$ cat config.mk
export PLATFORM = sky130hd
export DESIGN_NAME = fifo_drain_ctrl
export DESIGN_NICKNAME = d
export VERILOG_FILES = /design/src/rtl/fifo_drain_ctrl_pkg.sv /design/src/rtl/fifo_drain_ctrl_skid2.sv /design/src/rtl/fifo_drain_ctrl.sv
export SDC_FILE = /design/constraint.sdc
export NUM_CORES = 1
export LEC_CHECK = 0
export CORE_ASPECT_RATIO = 0.9
export CORE_MARGIN = 5
export CORE_UTILIZATION = 40
export CTS_BUF_LIST = sky130_fd_sc_hd__clkbuf_8 sky130_fd_sc_hd__clkbuf_16
export DETAILED_ROUTE_END_ITERATION = 8
export PLACE_DENSITY_LB_ADDON = 0.12
export SLEW_MARGIN = 0
export SYNTH_ARGS = -nofsm -noshare
export SYNTH_HDL_FRONTEND = slang
export SYNTH_SLANG_ARGS = --single-unit
$ cat constraint.sdc
create_clock -name rd_clk -period 2.75 [get_ports rd_clk]
set_input_delay 0.825 -clock rd_clk [delete_from_list [all_inputs] [get_ports rd_clk]]
set_output_delay 0.825 -clock rd_clk [all_outputs]
set_load 0.005 [all_outputs]
$ cat src/rtl/fifo_drain_ctrl_pkg.sv
// Shared types and default sizing for the FIFO drain controller.
package fifo_drain_ctrl_pkg;

    localparam int BW_DEF    = 4;
    localparam int SIMD_DEF  = 1;
    localparam int LEN_W_DEF = 8;
    localparam int DW        = SIMD_DEF * BW_DEF;

    typedef enum logic [1:0] {
        IDLE  = 2'd0,
        DRAIN = 2'd1,
        FIN   = 2'd2
    } state_e;

endpackage

$ cat src/rtl/fifo_drain_ctrl_skid2.sv
// Two-entry in-order valid/ready buffer. Entry 0 is always the head.
module fifo_out_skid2
    import fifo_drain_ctrl_pkg::*;
#(
    parameter int W = DW
) (
    input  logic         rd_clk,
    input  logic         reset,
    input  logic         push,
    input  logic [W-1:0] push_data,
    input  logic         pop,
    output logic [1:0]   occ,
    output logic [W-1:0] head_data
);

    logic [W-1:0] ent0_q, ent0_d;
    logic [W-1:0] ent1_q, ent1_d;
    logic [1:0]   occ_q, occ_d;

    // Next-state for entries and occupancy; a pop shifts entry 1 into the head.
    always_comb begin
        ent0_d = ent0_q;
        ent1_d = ent1_q;
        occ_d  = occ_q;
        if (push && pop) begin
            if (occ_q == 2'd1) begin
                ent0_d = push_data;
            end else begin
                ent0_d = ent1_q;
                ent1_d = push_data;
            end
        end else if (push) begin
            if (occ_q == 2'd0) ent0_d = push_data;
            else               ent1_d = push_data;
            occ_d = occ_q + 2'd1;
        end else if (pop) begin
            ent0_d = ent1_q;
            occ_d  = occ_q - 2'd1;
        end
    end

    // Storage register with synchronous clear.
    always_ff @(posedge rd_clk) begin
        if (reset) begin
            ent0_q <= '0;
            ent1_q <= '0;
            occ_q  <= 2'd0;
        end else begin
            ent0_q <= ent0_d;
            ent1_q <= ent1_d;
            occ_q  <= occ_d;
        end
    end

    assign occ       = occ_q;
    assign head_data = ent0_q;

endmodule

$ cat src/rtl/fifo_drain_ctrl.sv
// Read-side burst controller: pops len words from the FIFO into a 2-entry
// buffer and streams them out on valid/ready.
//
// state | meaning
// IDLE  | waiting for start; count holds last burst result
// DRAIN | reading FIFO until all words delivered downstream
// FIN   | one-cycle done pulse
module fifo_drain_ctrl
    import fifo_drain_ctrl_pkg::*;
#(
    parameter int bw    = BW_DEF,
    parameter int simd  = SIMD_DEF,
    parameter int len_w = LEN_W_DEF
) (
    input  logic                 rd_clk,
    input  logic                 reset,
    input  logic                 start,
    input  logic [len_w-1:0]     len,
    input  logic                 fifo_empty,
    input  logic [simd*bw-1:0]   fifo_out,
    output logic                 fifo_rd,
    output logic [simd*bw-1:0]   out_data,
    output logic                 out_valid,
    input  logic                 out_ready,
    output logic                 busy,
    output logic                 done,
    output logic [len_w-1:0]     count
);

    localparam int DATA_W = simd * bw;

    state_e           state_q, state_d;
    logic [len_w-1:0] rem_q, rem_d;
    logic [len_w-1:0] cnt_q, cnt_d;
    logic [len_w-1:0] len_q, len_d;
    logic [1:0]       occ;
    logic             accept;

    assign out_valid = (occ != 2'd0);
    assign accept    = out_valid && out_ready;
    assign count     = cnt_q;

    // State register.
    always_ff @(posedge rd_clk) begin
        if (reset) state_q <= IDLE;
        else       state_q <= state_d;
    end

    // Next-state logic; DRAIN exit uses registered remaining/occupancy only.
    always_comb begin
        state_d = state_q;
        case (state_q)
            IDLE:    if (start) state_d = (len != '0) ? DRAIN : FIN;
            DRAIN:   if (rem_q == '0 && occ == 2'd0) state_d = FIN;
            FIN:     state_d = IDLE;
            default: state_d = IDLE;
        endcase
    end

    // Outputs; fifo_rd never depends on out_ready so there is no ready->rd path.
    always_comb begin
        fifo_rd = 1'b0;
        busy    = 1'b0;
        done    = 1'b0;
        case (state_q)
            DRAIN: begin
                busy    = 1'b1;
                fifo_rd = (rem_q != '0) && !fifo_empty && (occ != 2'd2);
            end
            FIN: begin
                busy = 1'b1;
                done = 1'b1;
            end
            default: ;
        endcase
    end

    // Burst counters: remaining words to pop and saturating delivered count.
    always_comb begin
        rem_d = rem_q;
        cnt_d = cnt_q;
        len_d = len_q;
        if (state_q == IDLE && start) begin
            rem_d = len;
            cnt_d = '0;
            len_d = len;
        end else begin
            if (fifo_rd) rem_d = rem_q - 1'b1;
            if (accept && cnt_q != len_q) cnt_d = cnt_q + 1'b1;
        end
    end

    // Counter registers.
    always_ff @(posedge rd_clk) begin
        if (reset) begin
            rem_q <= '0;
            cnt_q <= '0;
            len_q <= '0;
        end else begin
            rem_q <= rem_d;
            cnt_q <= cnt_d;
            len_q <= len_d;
        end
    end

    fifo_out_skid2 #(.W(DATA_W)) u_skid (
        .rd_clk    (rd_clk),
        .reset     (reset),
        .push      (fifo_rd),
        .push_data (fifo_out),
        .pop       (accept),
        .occ       (occ),
        .head_data (out_data)
    );

endmodule

======== After elaboration in Yosys (flattened, before gate mapping) ========
Index checks and enable logic that the tools add are counted.
word-level totals
  bits of input ports ..................... 17
  flip-flop bits (word level) ............. 36
  logic and storage cells ................. 66
  output and inout port bits .............. 16
operators by class
  bitwise gates (word level) .............. 1
  multiplexer cells ....................... 20
  reductions and logical operators ........ 24
  equality and inequality tests ........... 10
  add/subtract/negate cells ............... 4
operators by type and width
  cell                 number
  $mux 4               9
  $mux 8               2
  $reduce_bool 8->1    2
  $mux 2               5
  $add 8x1->8 const B  1
  $logic_not 8->1      1
  $ne 2x2->1 const B   4
  $ne 8x8->1           1
  $reduce_bool 2->1    4
  $sub 8x1->8 const B  1
  $logic_and 1x1->1    7
  $reduce_and 2->1     3
  $eq 2x1->1 const B   2
  $logic_not 2->1      2
  $pmux 2 s2           1
  $reduce_or 2->1      2
  $mux 1               3
  $ne 3x3->1 const B   1
  $reduce_and 3->1     1
  $reduce_bool 3->1    1
  $add 2x1->2 const B  1
  $eq 2x2->1 const B   1
  $ne 2x1->1 const B   1
  $sub 2x1->2 const B  1
  other kinds (2)      2

======== Depth between registers and ports, before layout ========
  word-level depth ........................ 7
  mapped depth ............................ 9
  depth with buffers taken out ............ 9

======== Cells and area by module ========
From an unflattened synthesis, not the netlist that was laid out.
second synthesis, totals
  cells, all modules ...................... 250
  area, all modules ....................... 2087.0 um2
by module, submodules not included
  module           cells each  area each (um2)  instances  seq. area each (um2)
  fifo_drain_ctrl  194         1557.7           1          520.5
  fifo_out_skid2   56          529.3            1          200.2

======== Worst setup path after synthesis ========
Ideal clock, no wire load.
  path kind ............................... input-to-output
  from .................................... input fifo_empty
  to ...................................... output fifo_rd
  data required time ...................... 1.925 ns
  buffers on the path ..................... 1
  path slack .............................. 0.370 ns
  arrival time ............................ 1.555 ns
  stages .................................. 3
  cell sequence ........................... or3b_4 -> a21oi_4 -> buf_6
between the ends
  cells in the longest elaborated chain, start to end .. 4
ends and longest elaborated chain
  element                          line                   text
  start, declared                  fifo_drain_ctrl.sv:19  input logic fifo_empty,
  $logic_not 1->1                  fifo_drain_ctrl.sv:68  fifo_rd = (rem_q != '0) && !fifo_empty && (occ != 2'd2);
  $logic_and 1x1->1 (2 in series)  fifo_drain_ctrl.sv:68
  $mux 1                           fifo_drain_ctrl.sv:65  case (state_q)
  end, declared                    fifo_drain_ctrl.sv:21  output logic fifo_rd,
No other way between the ends.

======== Worst setup path after layout ========
Ends and elaborated chain as after synthesis.

==> flow_metrics.tcl <==
set metrics [dict create \
    grt_pass1_vias 1552 \
    timing.reg2reg.setup_slack_ns 0.53 \
    cts_buffer_depth 2 \
    min_period_over_period 0.985 \
    numPortBuffers 32 \
    grt_pass1_wl_um 7210 \
    drc 0 \
    design_power_total_w 0.00170 \
    synth_top_family_by_area "simple AND/OR/NAND/NOR gates" \
    drt_iter0_markers 79 \
    cts_hold_buf 0 \
    rsz0062_at_grt "false" \
    synthSimpleGateAreaFrac 0.204 \
    crit_type "primary input to primary output" \
    die_h_um 75.4 \
    maxCapViolations 0 \
    nets 284 \
    period_needed_ns 2.71 \
    synth_area_um2 1900 \
    synth_edf_count 0 \
    synthesis.nets 246 \
    avgSynthCellArea_um2 8.63 \
    ant_nets 0 \
    final_layout_size_suffix_gt1_frac 0.104 \
    min_path_cells 2 \
    final_cell_area_um2 2400 \
    async_reset_ff_frac 0 \
    worstPathRequired_ns 1.93 \
    dp_hpwl_um 3160 \
    avgViaCountPerCell 5.00 \
    slew_violations 0 \
    worstPathArrival_ns 1.88 \
    p_per_area_nw_per_um2 711 \
    synth_cell_types 43 \
    place_inst 313 \
    dieArea_um2 6230 \
    slew-limit-headroom 0.534 \
    finalSetupViolCount 0 \
    insertion_delay_ns 0.29 \
    grtUsageTotal 0.154 \
    end_kind "primary output" \
    irDropWorstVdd_v 0.000336 \
    slowest_delay_ns 0.41 \
    hold_class "register to register" \
    grt-ovfl-total 0 \
    fill_cells 458 \
    cts_buffers 5 \
    cellLeakagePower_nw 0.980 \
    synth_compound_area_frac 0.171 \
    vias 1604 \
    ff2ff_path_depth 9 \
    cts_sinks 36 \
    placed_cell_area_um2 2310 \
    synth_mux_area_frac 0.0606 \
    synthXorXnorAreaFrac 0.0784 \
    hold_violations 0 \
    synthCells 220 \
    utilization 0.530 \
    worst_r2r_endpoint "u_skid.head_data[0]" \
    worstHoldStart "len_q[4]" \
    final_cell_mix "dfxtp_1, clkdlybuf4s50_1, a21oi_1, nand2_1, nor2_1" \
    wl_per_cell_um 13.3 \
    htree_levels 2 \
    synthToLayoutAreaGrowth_pct 26.2 \
    fp-row-count 23 \
    cts_root_buf "clkbuf_8" \
    die_x_um 82.6 \
    antenna_found_initial 0 \
    min_to "len_q[4]" \
    final_common_cell "dfxtp_1" \
    startpoint_type "primary input" \
    crit_slowest_cell "or3b_4" \
    cts_tree "built" \
    r2r-start "u_skid.occ[0]" \
    synth_adder_area_share 0.0593 \
    finClkSkew_ns 0.00604 \
    clkSlewWorstSetupHoldPaths_ns 0.07 \
    cp_max_fo 2 \
    drtPass1Iterations 4 \
    path_delay_family "buffers and inverters" \
    path_cells "clkdlybuf4s50_1, or3b_4, a21oi_4, buf_2" \
    status "finished clean" \
    start_util 0.420 \
    ys.flop_type "dfxtp_1" \
    path_depth 4 \
    ios 33 \
    yosysWarnings 0 \
    crit_buf_inv 2 \
    diodes 0 \
    tightest_slew_ns 0.690 \
    place_congestion 0.767 \
    cts_setup_buffers 0 \
    synth-seq-cells 36 \
    grt_max_degree 21 \
    synth_seq_area_share 0.379 \
    fin_cells 321 \
    fmax_ghz 0.369 \
    core_area_um2 4520 \
    drt-total-wl_um 4260 \
]
## what timing repair did
item | in CTS | in global routing
gates resized for setup | 4 | 0
endpoints found under the hold margin | 0 | 0
setup endpoints to repair | 1 | 0
## final cells by class
class / instances / area (um^2) / area share
Multi-Input combinational cell: 163 / 1090 / 0.454
Sequential cell: 36 / 721 / 0.301
Clock buffer: 6 / 82.6 / 0.0345
Timing Repair Buffer: 40 / 375 / 0.157
Inverter: 12 / 45.0 / 0.0188
Tap cell: 62 / 77.6 / 0.0324
Clock inverter: 2 / 7.51 / 0.00313
## synth_stat cells, types with 2 or more instances
library cell	instances	area (um^2)
clkbuf_1	6	22.5
xnor2_1	7	61.3
a31oi_1	3	18.8
nor2_1	17	63.8
a21oi_1	27	135
a21o_1	2	15.0
o21ai_1	4	20.0
nand3_1	4	20.0
nor3_1	4	20.0
nor4_2	2	25.0
nand2_2	2	12.5
nor4_1	2	12.5
nand2_1	27	101
mux2i_1	10	100
nor2b_1	2	12.5
dfxtp_1	36	721
and4_1	2	17.5
o21ai_0	8	40.0
xor2_1	10	87.6
ha_1	9	113
inv_1	12	45.0
nand4_1	3	18.8
## logic make-up (layout without fill, tap and decap cells)
| kind of cell | Yosys count | after routing |
|---|---|---|
| buf+inv | 21 | 60 |
| simple gates | 73 | 73 |
| compound gates | 53 | 53 |
| fa+ha+maj | 9 | 9 |
| mux | 11 | 11 |
| xor+xnor | 17 | 17 |
| flops | 36 | 36 |
## sequential cells by signal (all words and copies together) (netlist names)
| register | flops |
|---|---|
| len_q | 8 |
| u_skid.head_data | 4 |
| state_q | 2 |
| u_skid.ent1_q | 4 |
| count | 8 |
| rem_q | 8 |
| u_skid.occ | 2 |
## tightest hold or removal path: stages, from the launching register on
cell and delay, ns:
dfxtp_1 0.32, nand2_1 0.05, a21oi_1 0.05
## where the power goes
group	switching [W]	internal [W]	leakage [nW]	total (W)
registers	0.0000686	0.000605	0.294	0.000674
logic	0.000323	0.000325	0.632	0.000648
clock network	0.000186	0.000197	0.0538	0.000383
total	0.000577	0.00113	0.980	0.00170
## per-stage QoR
| stage | hold WS (ns) | setup WS (ns) | setup TNS, ns |
|---|---|---|---|
| 6_report | 0.472 | 0.0400 | 0 |
| 3_3_place_gp | 0.461 | -0.346 | -0.811 |
| 4_1_cts | 0.474 | 0.0287 | 0 |
| 5_1_grt | 0.493 | 0.00976 | 0 |
| 2_1_floorplan | 0.448 | 0.370 | 0 |
| 3_5_place_dp | 0.464 | -0.355 | -0.915 |
## how the worst max path moves through the flow
| stage | start | to | slack, ns |
|---|---|---|---|
| floorplan | fifo_empty | fifo_rd | 0.37 |
| global placement | fifo_empty | fifo_rd | -0.35 |
| detailed placement | fifo_empty | fifo_rd | -0.36 |
| CTS | fifo_empty | fifo_rd | 0.03 |
| global route | fifo_empty | fifo_rd | 0.01 |
| finish | fifo_empty | fifo_rd | 0.04 |
## metal layers
layer,vias to the layer above,global-route usage,part of all wire
li1,840,-,-
met3,5,0.0579,0.056
met1,727,0.216,0.51
met5,-,0,0
met4,0,0.0381,0.0087
met2,32,0.222,0.42
Note: power is estimated with default switching activity, not from simulation.
